`src/rtl/eq_cmp_pkg.sv`:
```
// Shared types for the output-stream equivalence comparator: FSM states and failure codes.
package eq_cmp_pkg;

    typedef enum logic [1:0] {
        ST_RUN,
        ST_PASS,
        ST_FAIL
    } state_e;

    localparam logic [2:0] FC_NONE  = 3'd0;
    localparam logic [2:0] FC_DATA  = 3'd1;
    localparam logic [2:0] FC_OVF_A = 3'd2;
    localparam logic [2:0] FC_OVF_B = 3'd3;
    localparam logic [2:0] FC_LEN   = 3'd4;

endpackage

```
`src/rtl/eq_out_stream_cmp_if.sv`:
```
// Output-side AXI-stream signals of the two models plus their completion levels.
interface eq_out_stream_cmp_if #(
    parameter int DATA_W = 8
) ();

    logic              arg_0_TREADY;
    logic [DATA_W-1:0] a_arg_0_TDATA;
    logic              a_arg_0_TVALID;
    logic [DATA_W-1:0] b_arg_0_TDATA;
    logic              b_arg_0_TVALID;
    logic              a_complete;
    logic              b_complete;

    modport master (
        output arg_0_TREADY, a_arg_0_TDATA, a_arg_0_TVALID,
               b_arg_0_TDATA, b_arg_0_TVALID, a_complete, b_complete
    );

    modport slave (
        input  arg_0_TREADY, a_arg_0_TDATA, a_arg_0_TVALID,
               b_arg_0_TDATA, b_arg_0_TVALID, a_complete, b_complete
    );

endinterface

```
`src/rtl/eq_sync_fifo.sv`:
```
// First-word fall-through synchronous FIFO; pointers carry one extra wrap bit.
module eq_sync_fifo #(
    parameter int DATA_W = 8,
    parameter int DEPTH  = 16
) (
    input  logic              clk,
    input  logic              rst,
    input  logic              push,
    input  logic [DATA_W-1:0] din,
    input  logic              pop,
    output logic [DATA_W-1:0] dout,
    output logic              empty,
    output logic              full
);

    localparam int AW = $clog2(DEPTH);
    localparam int PW = AW + 1;

    logic [PW-1:0]     wr_ptr_q, wr_ptr_d;
    logic [PW-1:0]     rd_ptr_q, rd_ptr_d;
    logic [DATA_W-1:0] mem_q [DEPTH];
    logic              wr_en, rd_en;

    assign empty = (wr_ptr_q == rd_ptr_q);
    assign full  = (wr_ptr_q[AW] != rd_ptr_q[AW]) && (wr_ptr_q[AW-1:0] == rd_ptr_q[AW-1:0]);
    assign dout  = mem_q[rd_ptr_q[AW-1:0]];

    // a simultaneous pop frees the slot, so a push on full is legal then
    assign wr_en = push & (~full | pop);
    assign rd_en = pop & ~empty;

    always_comb begin
        wr_ptr_d = wr_ptr_q;
        rd_ptr_d = rd_ptr_q;
        if (wr_en) wr_ptr_d = wr_ptr_q + PW'(1);
        if (rd_en) rd_ptr_d = rd_ptr_q + PW'(1);
    end

    always_ff @(posedge clk) begin
        if (rst) begin
            wr_ptr_q <= '0;
            rd_ptr_q <= '0;
        end else begin
            wr_ptr_q <= wr_ptr_d;
            rd_ptr_q <= rd_ptr_d;
        end
    end

    always_ff @(posedge clk) begin
        if (wr_en) mem_q[wr_ptr_q[AW-1:0]] <= din;
    end

endmodule

```
`src/rtl/eq_out_stream_cmp.sv`:
```
// Aligns the A and B model output streams through skew FIFOs and compares them beat by beat.
module eq_out_stream_cmp
    import eq_cmp_pkg::*;
#(
    parameter int DATA_W  = 8,
    parameter int DEPTH   = 16,
    parameter int CNT_W   = 19,
    parameter int NUM_PIX = 307200
) (
    input  logic               clk,
    input  logic               rst_init,
    eq_out_stream_cmp_if.slave strm,
    output logic               cmp_pass,
    output logic               cmp_fail,
    output logic [2:0]         fail_code,
    output logic [CNT_W-1:0]   cmp_cnt,
    output logic [CNT_W-1:0]   bad_idx,
    output logic [DATA_W-1:0]  bad_a,
    output logic [DATA_W-1:0]  bad_b
);

    localparam logic [CNT_W-1:0] NUM_PIX_C = CNT_W'(NUM_PIX);

    state_e            state_q, state_d;
    logic              pass_q, pass_d;
    logic              fail_q, fail_d;
    logic [2:0]        code_q, code_d;
    logic [CNT_W-1:0]  cnt_q, cnt_d;
    logic [CNT_W-1:0]  idx_q, idx_d;
    logic [DATA_W-1:0] ba_q, ba_d;
    logic [DATA_W-1:0] bb_q, bb_d;

    logic              running, pop;
    logic              push_a_req, push_b_req, ovf_a, ovf_b;
    logic              empty_a, empty_b, full_a, full_b;
    logic [DATA_W-1:0] head_a, head_b;
    logic              both_done, at_len, data_bad, len_bad, pass_ok;
    logic [2:0]        code_now;

    assign running    = (state_q == ST_RUN);
    assign push_a_req = strm.a_arg_0_TVALID & strm.arg_0_TREADY & running;
    assign push_b_req = strm.b_arg_0_TVALID & strm.arg_0_TREADY & running;
    assign pop        = running & ~empty_a & ~empty_b;
    assign ovf_a      = push_a_req & full_a & ~pop;
    assign ovf_b      = push_b_req & full_b & ~pop;

    eq_sync_fifo #(.DATA_W(DATA_W), .DEPTH(DEPTH)) u_fifo_a (
        .clk  (clk),
        .rst  (rst_init),
        .push (push_a_req & ~ovf_a),
        .din  (strm.a_arg_0_TDATA),
        .pop  (pop),
        .dout (head_a),
        .empty(empty_a),
        .full (full_a)
    );

    eq_sync_fifo #(.DATA_W(DATA_W), .DEPTH(DEPTH)) u_fifo_b (
        .clk  (clk),
        .rst  (rst_init),
        .push (push_b_req & ~ovf_b),
        .din  (strm.b_arg_0_TDATA),
        .pop  (pop),
        .dout (head_b),
        .empty(empty_b),
        .full (full_b)
    );

    assign both_done = strm.a_complete & strm.b_complete;
    assign at_len    = (cnt_q == NUM_PIX_C);
    assign data_bad  = pop & (head_a != head_b);
    assign len_bad   = (pop & at_len)
                     | (both_done & empty_a & empty_b & ~at_len)
                     | (both_done & (empty_a ^ empty_b));
    assign pass_ok   = both_done & empty_a & empty_b & at_len;

    always_comb begin
        code_now = FC_NONE;
        if (ovf_a)         code_now = FC_OVF_A;
        else if (ovf_b)    code_now = FC_OVF_B;
        else if (data_bad) code_now = FC_DATA;
        else if (len_bad)  code_now = FC_LEN;
    end

    always_comb begin
        state_d = state_q;
        pass_d  = pass_q;
        fail_d  = fail_q;
        code_d  = code_q;
        cnt_d   = cnt_q;
        idx_d   = idx_q;
        ba_d    = ba_q;
        bb_d    = bb_q;
        if (running) begin
            if (pop && !at_len) cnt_d = cnt_q + CNT_W'(1);
            if (code_now != FC_NONE) begin
                state_d = ST_FAIL;
                fail_d  = 1'b1;
                code_d  = code_now;
                idx_d   = cnt_q;
                if (code_now == FC_DATA) begin
                    ba_d = head_a;
                    bb_d = head_b;
                end
            end else if (pass_ok) begin
                state_d = ST_PASS;
                pass_d  = 1'b1;
            end
        end
    end

    always_ff @(posedge clk) begin
        if (rst_init) begin
            state_q <= ST_RUN;
            pass_q  <= 1'b0;
            fail_q  <= 1'b0;
            code_q  <= FC_NONE;
            cnt_q   <= '0;
            idx_q   <= '0;
            ba_q    <= '0;
            bb_q    <= '0;
        end else begin
            state_q <= state_d;
            pass_q  <= pass_d;
            fail_q  <= fail_d;
            code_q  <= code_d;
            cnt_q   <= cnt_d;
            idx_q   <= idx_d;
            ba_q    <= ba_d;
            bb_q    <= bb_d;
        end
    end

    assign cmp_pass  = pass_q;
    assign cmp_fail  = fail_q;
    assign fail_code = code_q;
    assign cmp_cnt   = cnt_q;
    assign bad_idx   = idx_q;
    assign bad_a     = ba_q;
    assign bad_b     = bb_q;

endmodule

```
`src/flat_wrapper.sv`:
```
// flat-port wrapper written by rule: the top's interface ports become plain ports
module eq_out_stream_cmp_flat import eq_cmp_pkg::*;
#(
    parameter int DATA_W  = 8,
    parameter int DEPTH   = 16,
    parameter int CNT_W   = 19,
    parameter int NUM_PIX = 307200
)
  (clk, rst_init, cmp_pass, cmp_fail, fail_code, cmp_cnt, bad_idx, bad_a, bad_b, strm_arg_0_TREADY, strm_a_arg_0_TDATA, strm_a_arg_0_TVALID, strm_b_arg_0_TDATA, strm_b_arg_0_TVALID, strm_a_complete, strm_b_complete);
  eq_out_stream_cmp_if #(.DATA_W(DATA_W)) strm_i ();
  input  logic clk;
  input  logic rst_init;
  output logic cmp_pass;
  output logic cmp_fail;
  output logic [2:0] fail_code;
  output logic [CNT_W-1:0] cmp_cnt;
  output logic [CNT_W-1:0] bad_idx;
  output logic [DATA_W-1:0] bad_a;
  output logic [DATA_W-1:0] bad_b;
  input wire logic [$bits(strm_i.arg_0_TREADY)-1:0] strm_arg_0_TREADY;
  input wire logic [$bits(strm_i.a_arg_0_TDATA)-1:0] strm_a_arg_0_TDATA;
  input wire logic [$bits(strm_i.a_arg_0_TVALID)-1:0] strm_a_arg_0_TVALID;
  input wire logic [$bits(strm_i.b_arg_0_TDATA)-1:0] strm_b_arg_0_TDATA;
  input wire logic [$bits(strm_i.b_arg_0_TVALID)-1:0] strm_b_arg_0_TVALID;
  input wire logic [$bits(strm_i.a_complete)-1:0] strm_a_complete;
  input wire logic [$bits(strm_i.b_complete)-1:0] strm_b_complete;
  assign strm_i.arg_0_TREADY = strm_arg_0_TREADY;
  assign strm_i.a_arg_0_TDATA = strm_a_arg_0_TDATA;
  assign strm_i.a_arg_0_TVALID = strm_a_arg_0_TVALID;
  assign strm_i.b_arg_0_TDATA = strm_b_arg_0_TDATA;
  assign strm_i.b_arg_0_TVALID = strm_b_arg_0_TVALID;
  assign strm_i.a_complete = strm_a_complete;
  assign strm_i.b_complete = strm_b_complete;
  eq_out_stream_cmp #(.DATA_W(DATA_W), .DEPTH(DEPTH), .CNT_W(CNT_W), .NUM_PIX(NUM_PIX)) u_core (.clk(clk), .rst_init(rst_init), .strm(strm_i), .cmp_pass(cmp_pass), .cmp_fail(cmp_fail), .fail_code(fail_code), .cmp_cnt(cmp_cnt), .bad_idx(bad_idx), .bad_a(bad_a), .bad_b(bad_b));
endmodule
```
`config.mk`:
```
export PLATFORM = sky130hd
export DESIGN_NAME = eq_out_stream_cmp_flat
export DESIGN_NICKNAME = d
export VERILOG_FILES = /design/src/rtl/eq_cmp_pkg.sv /design/src/rtl/eq_out_stream_cmp_if.sv /design/src/rtl/eq_sync_fifo.sv /design/src/rtl/eq_out_stream_cmp.sv /design/src/flat_wrapper.sv
export SDC_FILE = /design/constraint.sdc
export NUM_CORES = 1
export LEC_CHECK = 0
export BUFFER_PORTS_ARGS = -buffer_cell sky130_fd_sc_hd__buf_4
export CAP_MARGIN = 20
export CORE_MARGIN = 2
export CORE_UTILIZATION = 50
export DETAILED_ROUTE_END_ITERATION = 8
export PLACE_DENSITY = 0.67
export REMOVE_ABC_BUFFERS = 1
export SLEW_MARGIN = 20
export SYNTH_ARGS = -nofsm -noshare
export SYNTH_HDL_FRONTEND = slang
export SYNTH_SLANG_ARGS = --single-unit
```
`constraint.sdc`:
```
create_clock -name clk -period 3.2 [get_ports clk]
set_input_delay 0.8 -clock clk [delete_from_list [all_inputs] [get_ports clk]]
set_output_delay 0.8 -clock clk [all_outputs]
set_load 0.005 [all_outputs]
```
Word level (Yosys, flattened, before mapping) --
Memory sizes are Yosys's and may differ from the RTL's. A register that Yosys moved wholly into a read port is not among the register bits. Cells that the tools add are included.
Cells by class: add/sub/neg operators 5, multiply operators 0, divide/modulo/power cells 0, magnitude comparators 0, eq/ne operators 9, shift-type cells 0, muxes and demuxes 14, bitwise operators 38, reductions and logical operators 12
Operators with widths (count):
- AND 1 bit | 24
- adder 5 x 1 -> 5 bit (second input constant) | 4
- adder 19 x 1 -> 19 bit (second input constant) | 1
- == test 19 bit (second input constant) | 1
- 2-to-1 mux 4 bit | 4
- 2-to-1 mux 3 bit | 4
- == test 5 bit | 2
- inverter 1 bit | 9
- == test 4 bit | 2
- != test 8 bit | 1
- AND reduction 2 bit | 3
- AND reduction 3 bit | 2
- 2-to-1 mux 1 bit | 4
- 2-to-1 mux 2 bit | 2
- bitwise OR 1 bit | 4
- == test 3 x 1 -> 1 bit (second input constant) | 1
- logical AND 1 bit | 3
- nonzero test 3 bit | 1
- zero test 2 bit | 1
- != test 1 bit | 2
- nonzero test 2 bit | 1
- zero test 1 bit | 1
- bitwise XOR 1 bit | 1
Storage, ports and cells: flip-flop bits (word level) 81, latch bits 0, bits in writable memories 256, bits in read-only memories 0, input port bits 23, output and inout bits 59, memories 2
Memories:
- u_core.u_fifo_a.mem_q | depth 16, width 8, read ports 1, clocked after Yosys merged registers in 1, write ports 1, line eq_sync_fifo.sv:21 | logic [DATA_W-1:0] mem_q [DEPTH];
- u_core.u_fifo_b.mem_q | depth 16, width 8, read ports 1, clocked after Yosys merged registers in 1, write ports 1, line eq_sync_fifo.sv:21

Longest topological paths before layout --
Gate-level depths: netlist of the first run.
depth in word-level cells 14, depth in mapped cells 11, mapped depth without buffers 9

By module --
Synthesis of the first run repeated with hierarchy kept, for this count alone.
Unflattened totals: cells, all modules 853, area, all modules 14246.2 µm²
By module, submodules not included:
- eq_sync_fifo at u_core.u_fifo_b | times used 1, cells each 263, area each 5711.7 µm², seq. area each 4124.0 µm²
- eq_sync_fifo at u_core.u_fifo_a | times used 1, cells each 263, area each 5705.5 µm², seq. area each 4124.0 µm²
- eq_out_stream_cmp | times used 1, cells each 327, area each 2829.0 µm², seq. area each 1221.2 µm²

Worst setup path before layout of the first run --
OpenSTA, ideal clock, no wires.
path type register to register, start register (tool-made name), end register u_core.idx_q[10], in the netlist u_core.bad_idx[10], library setup time 0.128 ns, arrival time 2.465 ns, setup slack 0.607 ns, cell stages (with the launch flop) 10, cell sequence dfxtp_1 -> buf_1 -> mux4_2 -> a22oi_1 -> nand3_1 -> xor2_1 -> or4_4 -> nor2_8 -> buf_12 -> o211ai_2
RTL lines:
- end signal: assignment | line eq_out_stream_cmp.sv:128 | idx_q <= idx_d;
- end: declaration | line eq_out_stream_cmp.sv:29 | logic [CNT_W-1:0] idx_q, idx_d;

==> results of run 1 <==
-- metal layers --
metal,track usage,routed length (µm)
met5,0,0
met4,0.0587,700
met3,0.0305,1860
met2,0.366,16500
met1,0.316,14400
-- through the flow --
stage / TNS [ps] / util
floorplan: -62210 / -
finish: 0 / 0.599
global route: 0 / 0.599
CTS: 0 / 0.598
global placement: 0 / 0.556
detailed placement: -55.6 / 0.556
-- timing repair --
action / in CTS / in global routing
pin swaps: 1 / 0
gates resized for setup: 0 / 4
endpoints found under the setup margin: 13 / 22
buffers inserted: 2 / 0
-- sequential cells by signal, indices dropped and copies added (netlist names), named ones only --
name,flops
u_core.u_fifo_a.mem_q,128
u_core.u_fifo_b.rd_ptr_q,5
u_core.u_fifo_b.mem_q,128
u_core.bad_a,8
u_core.fail_code,3
u_core.bad_idx,19
u_core.u_fifo_a.wr_ptr_q,5
u_core.cmp_fail,1
u_core.u_fifo_a.rd_ptr_q,5
u_core.cmp_cnt,19
u_core.state_q,2
u_core.cmp_pass,1
u_core.u_fifo_b.wr_ptr_q,5
u_core.bad_b,8
-- worst max-delay path: cells and delay by family (launching register included) --
family	cells	cell delay, ps
mux	1	530
buf+inv	2	370
flops	1	360
xor+xnor	1	260
simple gates	3	960
compound gates	2	400
-- power groups by stage --
stage               registers [W]  logic (W)  clock network [W]
global route              0.00488   0.000672            0.00439
global placement          0.00497   0.000603                  0
finish                    0.00488   0.000623            0.00413
detailed placement        0.00497   0.000610                  0
floorplan                 0.00499   0.000288                  0
CTS                       0.00488   0.000614            0.00421
-- worst min-delay path by stage --
stage	endpoint	slack, ps	cells past startpoint
6_report	u_core.cmp_fail$_SDFFE_PP0P_	470	2
5_1_grt	u_core.cmp_fail$_SDFFE_PP0P_	490	2
3_3_place_gp	u_core.cmp_fail$_SDFFE_PP0P_	460	2
3_5_place_dp	u_core.cmp_fail$_SDFFE_PP0P_	470	2
2_1_floorplan	u_core.state_q[0]$_SDFFE_PP0P_	440	2
4_1_cts	u_core.cmp_fail$_SDFFE_PP0P_	470	2
-- cells in the mapped netlist, types with 11 or more instances --
| cell | count |
|---|---|
| buf_2 | 13 |
| o311a_1 | 19 |
| inv_1 | 11 |
| nor2_1 | 76 |
| mux4_2 | 64 |
| nand4_1 | 30 |
| xor2_1 | 29 |
| nor3_1 | 11 |
| xnor2_1 | 22 |
| nand3_1 | 41 |
| ha_1 | 12 |
| edfxtp_1 | 256 |
| a21oi_1 | 15 |
| a22oi_1 | 16 |
| nand2b_1 | 37 |
| nor2b_1 | 47 |
| nand2_1 | 62 |
| a31oi_1 | 21 |
| clkbuf_1 | 35 |
| mux2i_1 | 16 |
| dfxtp_1 | 89 |
-- layout make-up --
class / count / area [µm²] / area share
Multi-Input combinational cell: 581 / 4820 / 0.280
Sequential cell: 345 / 9470 / 0.551
Tap cell: 384 / 480 / 0.0279
Timing Repair Buffer: 144 / 1210 / 0.0701
Clock buffer: 54 / 1070 / 0.0623
Inverter: 11 / 41.3 / 0.00240
Clock inverter: 12 / 116 / 0.00676
-- layout by cell type (no fill, tap or decap), types with 11 or more instances in the layout --
cell type / instances
nor2b_1: 47
xor2_1: 29
a21oi_1: 13
buf_4: 134
ha_1: 12
a22oi_1: 16
nand4_1: 30
nor3_1: 11
inv_1: 11
dfxtp_1: 87
o311a_1: 19
nor2_1: 75
a31oi_1: 21
nand2b_1: 37
edfxtp_1: 256
mux4_2: 64
xnor2_1: 22
nand3_1: 39
nand2_1: 62
mux2i_1: 16
clkbuf_16: 38
-- cell families (layout without fill, tap and decap cells) --
kind of cell	count (synthesis)	count (layout)	synth area share
AO/OA/AOI/OAI	104	104	0.0562
XOR/XNOR	51	51	0.0306
adder cells (fa/ha/maj)	12	12	0.0103
buffers and inverters	71	221	0.0246
flip-flops	345	345	0.650
multiplexers	80	80	0.110
AND/OR/NAND/NOR	334	334	0.119
==> impl_metrics.csv, run 1 <==
group,metric,value,unit
outcome,status,"finished clean",
min_path,hp-class,"flop to flop",
timing,worst_slack,173,ps
timing,worst_slew_pin_slew,952,ps
pwr,leakage,6.00,nW
pwr,swShare,0.214,
worst_setup_path,required,3590,ps
clocking,clkLatencyLatePin,530,ps
timing,period_share,0.946,
grt,grt_pass1_vias,8772,
timing,rsz0062_at_grt,"no",
timing,fmax,330,MHz
floorplan,die_h,175,µm
yosys,syn_inst,997,
timing,setup_viol,0,
worst_setup_path,crit_slowest_cell,"or4_4",
floorplan,dieWidth,175,µm
route,drc,0,
route,postRouteAntennaNets,0,
clocking,cts_tree,"done",
worst_setup_path,startpoint_type,"flop",
route,wl_per_cell,21.8,µm
worst_setup_path,path_class,"flop to flop",
worst_setup_path,slowest_delay,560,ps
finish,design_area,17200,µm²
pwr,combPwrFrac,0.065,
worst_setup_path,rrSetupSlack,170,ps
timing,fin_skew,16.4,ps
finish,fin_cells,1531,
pwr,power_density,560,nW/µm²
floorplan,core.rowCount,62,
route,drtIter0Drc,939,
floorplan,initial_core_util,0.508,
timing,min_period,3030,ps
worst_setup_path,cp-end-kind,"flop",
worst_setup_path,endpoint,"u_core.bad_idx[17]$_SDFFE_PP0P_",
clocking,cts_buffers,37,
yosys,avgSynthCellArea,14.6,µm²
finish,diodes,0,
floorplan,io_pins,82,
timing,holdWs,471,ps
pwr,totalPowerFinal,0.00963,W
clocking,clock-sinks,345,
clocking,ctsLongestPathBuffers,3,
grt,antenna_found_initial,0,
worst_setup_path,ff2ff_path_depth,9,
clocking,clockRootBuffer,"clkbuf_16",
worst_setup_path,cpMostUsedCell,"buf_12",
yosys,synth.yosys.seq_area_share,0.650,
floorplan,core,28700,µm²
placed_design,numPortBuffers,81,
pwr,clkPwrFrac,0.429,
timing,final-max-slew-violation-count,0,
yosys,synth_warnings,0,
yosys,synth-edff-count,256,
placed_design,hpwl,22.1,mm
worst_setup_path,crit_path_cell_trace,"buf_12, mux4_2, a22oi_1, nand3_2, xor2_1, or4_4, nor2_8, buf_12, o211ai_1",
placed_design,postPlaceCellArea,15900,µm²
pwr,ir_drop,0.532,mV
timing,hold_violations,0,
placed_design,dp.cells,1463,
pwr,p_seq_frac,0.506,
min_path,hp-start,"u_core.cmp_fail$_SDFFE_PP0P_",
yosys,yosys_most_used_dff,"edfxtp_1",
timing,relSlewSlack,0.363,
finish,nNetsFinal,1155,
yosys,syn-cell-area,14600,µm²
pwr,internal_power,0.00757,W
route,routed_wl,33.4,mm
clocking,hold_buffers,0,
worst_setup_path,cp.arrival,3420,ps
yosys,synthTopCellsByArea,"edfxtp_1 53%, dfxtp_1 12%, mux4_2 9.9%, nor2b_1 2.0%, nor2_1 2.0%",
yosys,yosysUniqueCellTypes,47,
clocking,cts-htree-levels,2,
route,drt_first_pass_iters,7,
yosys,netlist.area_leader.share,0.527,
floorplan,die_area,30500,µm²
route,via_count,8838,
yosys,ys_ff_latch,345,
finish,nFillCells,2213,
worst_setup_path,worstReg2RegEnd,"u_core.bad_idx[17]$_SDFFE_PP0P_",
grt,grt-ovfl-total,0,
placed_design,place_ws,-17.4,ps
pwr,p_switching,0.00206,W
clocking,clk_pin_slew,60,ps
grt,grt_max_degree,72,
grt,track_usage,0.223,
yosys,synth-async-reset-ratio,0,
grt,grt_pass1_wl,52.0,mm
yosys,synth_top_area_cell,"edfxtp_1",
job,drv_cap,0,
finish,drive_gt1_frac,0.250,
finish,area_growth_syn_to_layout,18.0,%
worst_setup_path,crit_fanout,29,
placed_design,place_congestion,0.802,
route,vias_per_cell,5.77,
Power figures use the tool's default switching activity.
==> run 2: changes to the inputs <==
Settings changed: CORE_ASPECT_RATIO set to 1.75.
==> impl_metrics.csv, run 2 (synthesis results as in run 1) <==
group,metric,value,unit
outcome,status,"finished clean",
pwr,leakage,5.77,nW
placed_design,numPortBuffers,81,
grt,grt_max_degree,69,
worst_setup_path,crit_path_cell_trace,"buf_12, mux4_2, a22oi_1, nand3_1, xor2_1, or4_4, nor2_8, o211ai_1",
route,drtIter0Drc,659,
timing,setup_tns,0,ps
clocking,cts_tree,"done",
route,routed_wl,31.9,mm
clocking,clk_pin_slew,70,ps
clocking,cts-htree-levels,1,
clocking,cts_buffers,30,
floorplan,io_pins,82,
worst_setup_path,path_class,"flop to flop",
worst_setup_path,cp-end-kind,"flop",
finish,drive_gt1_frac,0.231,
route,postRouteAntennaNets,0,
worst_setup_path,cp.arrival,3410,ps
timing,relSlewSlack,0.292,
clocking,ctsLongestPathBuffers,3,
clocking,clock-sinks,345,
route,wl_per_cell,21.4,µm
finish,post-route-util,0.587,
pwr,ir_drop,0.540,mV
clocking,clkLatencyLatePin,570,ps
timing,hold_violations,0,
pwr,p_switching,0.00198,W
floorplan,initial_core_util,0.509,
grt,grt_pass1_vias,8609,
floorplan,die_area,30600,µm²
clocking,cts_setup_buffers,0,
finish,final_common_cell,"edfxtp_1",
timing,min_period,2990,ps
job,drv_cap,0,
pwr,totalPowerFinal,0.00931,W
floorplan,die_h,230,µm
worst_setup_path,rrSetupSlack,210,ps
route,drc,0,
timing,setup_viol,0,
grt,grt-ovfl-total,0,
clocking,clockRootBuffer,"clkbuf_16",
worst_setup_path,required,3620,ps
finish,area_growth_syn_to_layout,15.4,%
worst_setup_path,startpoint_type,"flop",
worst_setup_path,ff2ff_path_depth,8,
route,via_count,8576,
pwr,p_seq_frac,0.523,
worst_setup_path,crit_slowest_cell,"or4_4",
grt,grt_pass1_wl,48.9,mm
floorplan,core,28600,µm²
grt,antenna_found_initial,0,
worst_setup_path,slowest_delay,570,ps
clocking,hold_buffers,0,
worst_setup_path,crit_fanout,19,
worst_setup_path,endpoint,"u_core.bad_idx[0]$_SDFFE_PP0P_",
timing,fin_skew,15.7,ps
finish,mostFrequentLayoutCells,"256 x edfxtp_1, 114 x buf_4, 86 x dfxtp_1",
timing,rsz0062_at_grt,"no",
timing,final-max-slew-violation-count,0,
timing,period_share,0.934,
placed_design,hpwl,22.0,mm
route,drt_first_pass_iters,7,
min_path,hp-class,"flop to flop",
pwr,combPwrFrac,0.062,
pwr,internal_power,0.00733,W
pwr,swShare,0.213,
pwr,power_density,554,nW/µm²
route,vias_per_cell,5.75,
finish,nNetsFinal,1125,
pwr,clkPwrFrac,0.415,
floorplan,core.rowCount,82,
grt,track_usage,0.208,
timing,worst_slew_pin_slew,1060,ps
worst_setup_path,worstReg2RegEnd,"u_core.bad_idx[0]$_SDFFE_PP0P_",
placed_design,place_congestion,0.774,
floorplan,dieWidth,133,µm
finish,diodes,0,
timing,fmax,335,MHz
[run 2: cell types whose count changed in the layout (fill, tap and decap cells not counted), moves of 3 or more]
| cell | before | now |
|---|---|---|
| clkbuf_16 | 38 | 31 |
| bufinv_16 | 2 | 6 |
| clkbuf_8 | 6 | 0 |
| buf_12 | 10 | 7 |
| clkbuf_1 | 10 | 6 |
| buf_4 | 134 | 114 |
[run 2: area by class of cell]
type	count	area [µm²]
fill	2225	11800
multi-input combinational	581	4780
sequential	345	9470
clock buffer	37	798
clock inverter	18	249
tap	378	473
inverter	11	41.3
timing repair buffer	121	996
[run 2: how the worst min path moves through the flow]
stage                                           from                               end  slack (ps)  cells after the start
floorplan             u_core.state_q[0]$_SDFFE_PP0P_    u_core.state_q[0]$_SDFFE_PP0P_         440                      2
global placement    u_core.fail_code[2]$_SDFFE_PP0P_  u_core.fail_code[2]$_SDFFE_PP0P_         460                      2
detailed placement  u_core.fail_code[2]$_SDFFE_PP0P_  u_core.fail_code[2]$_SDFFE_PP0P_         470                      2
CTS                 u_core.fail_code[2]$_SDFFE_PP0P_  u_core.fail_code[2]$_SDFFE_PP0P_         480                      2
global route        u_core.fail_code[2]$_SDFFE_PP0P_  u_core.fail_code[2]$_SDFFE_PP0P_         490                      2
finish                  u_core.bad_b[3]$_SDFFE_PP0P_      u_core.bad_b[3]$_SDFFE_PP0P_         480                      2
[run 2: metrics by stage]
stage | hold slack (ps) | cells | worst slack, ps | area (µm²)
after floorplan | 437 | 937 | -2270 | 14300
after global placement | 464 | 1436 | 157 | 15800
after detailed placement | 472 | 1436 | 127 | 15800
after CTS | 483 | 1491 | 94.8 | 16800
after global routing | 494 | 1491 | 63.6 | 16800
final | 477 | 1491 | 212 | 16800
[run 2: timing repair]
| item | in CTS | in global routing |
|---|---|---|
| endpoints found under the setup margin | 0 | 16 |
| endpoints found under the hold margin | 0 | 0 |
| resized for setup | 0 | 1 |
[run 2: per-layer routing]
metal / global-route usage / share of wire / vias up
li1: - / - / 4008
met1: 0.239 / 0.37 / 4302
met2: 0.398 / 0.57 / 208
met3: 0.0236 / 0.032 / 58
met4: 0.0669 / 0.030 / 0
met5: 0 / 0 / -
[run 2: power groups by stage]
| stage | clock [W] | combinational [W] | sequential [W] |
|---|---|---|---|
| floorplan | 0 | 0.000288 | 0.00499 |
| global placement | 0 | 0.000572 | 0.00497 |
| detailed placement | 0 | 0.000579 | 0.00497 |
| CTS | 0.00392 | 0.000582 | 0.00487 |
| global route | 0.00407 | 0.000624 | 0.00488 |
| finish | 0.00386 | 0.000575 | 0.00487 |
[run 2: worst max-delay path: cells and delay by family, from the launching register on]
kind | cells | cell delay, ps
xor gates and xnor gates | 1 | 220
buffers and inverters | 1 | 170
and+or+nand+nor | 3 | 1150
AOI/OAI and AO/OA | 2 | 420
DFF | 1 | 380
muxes | 1 | 510
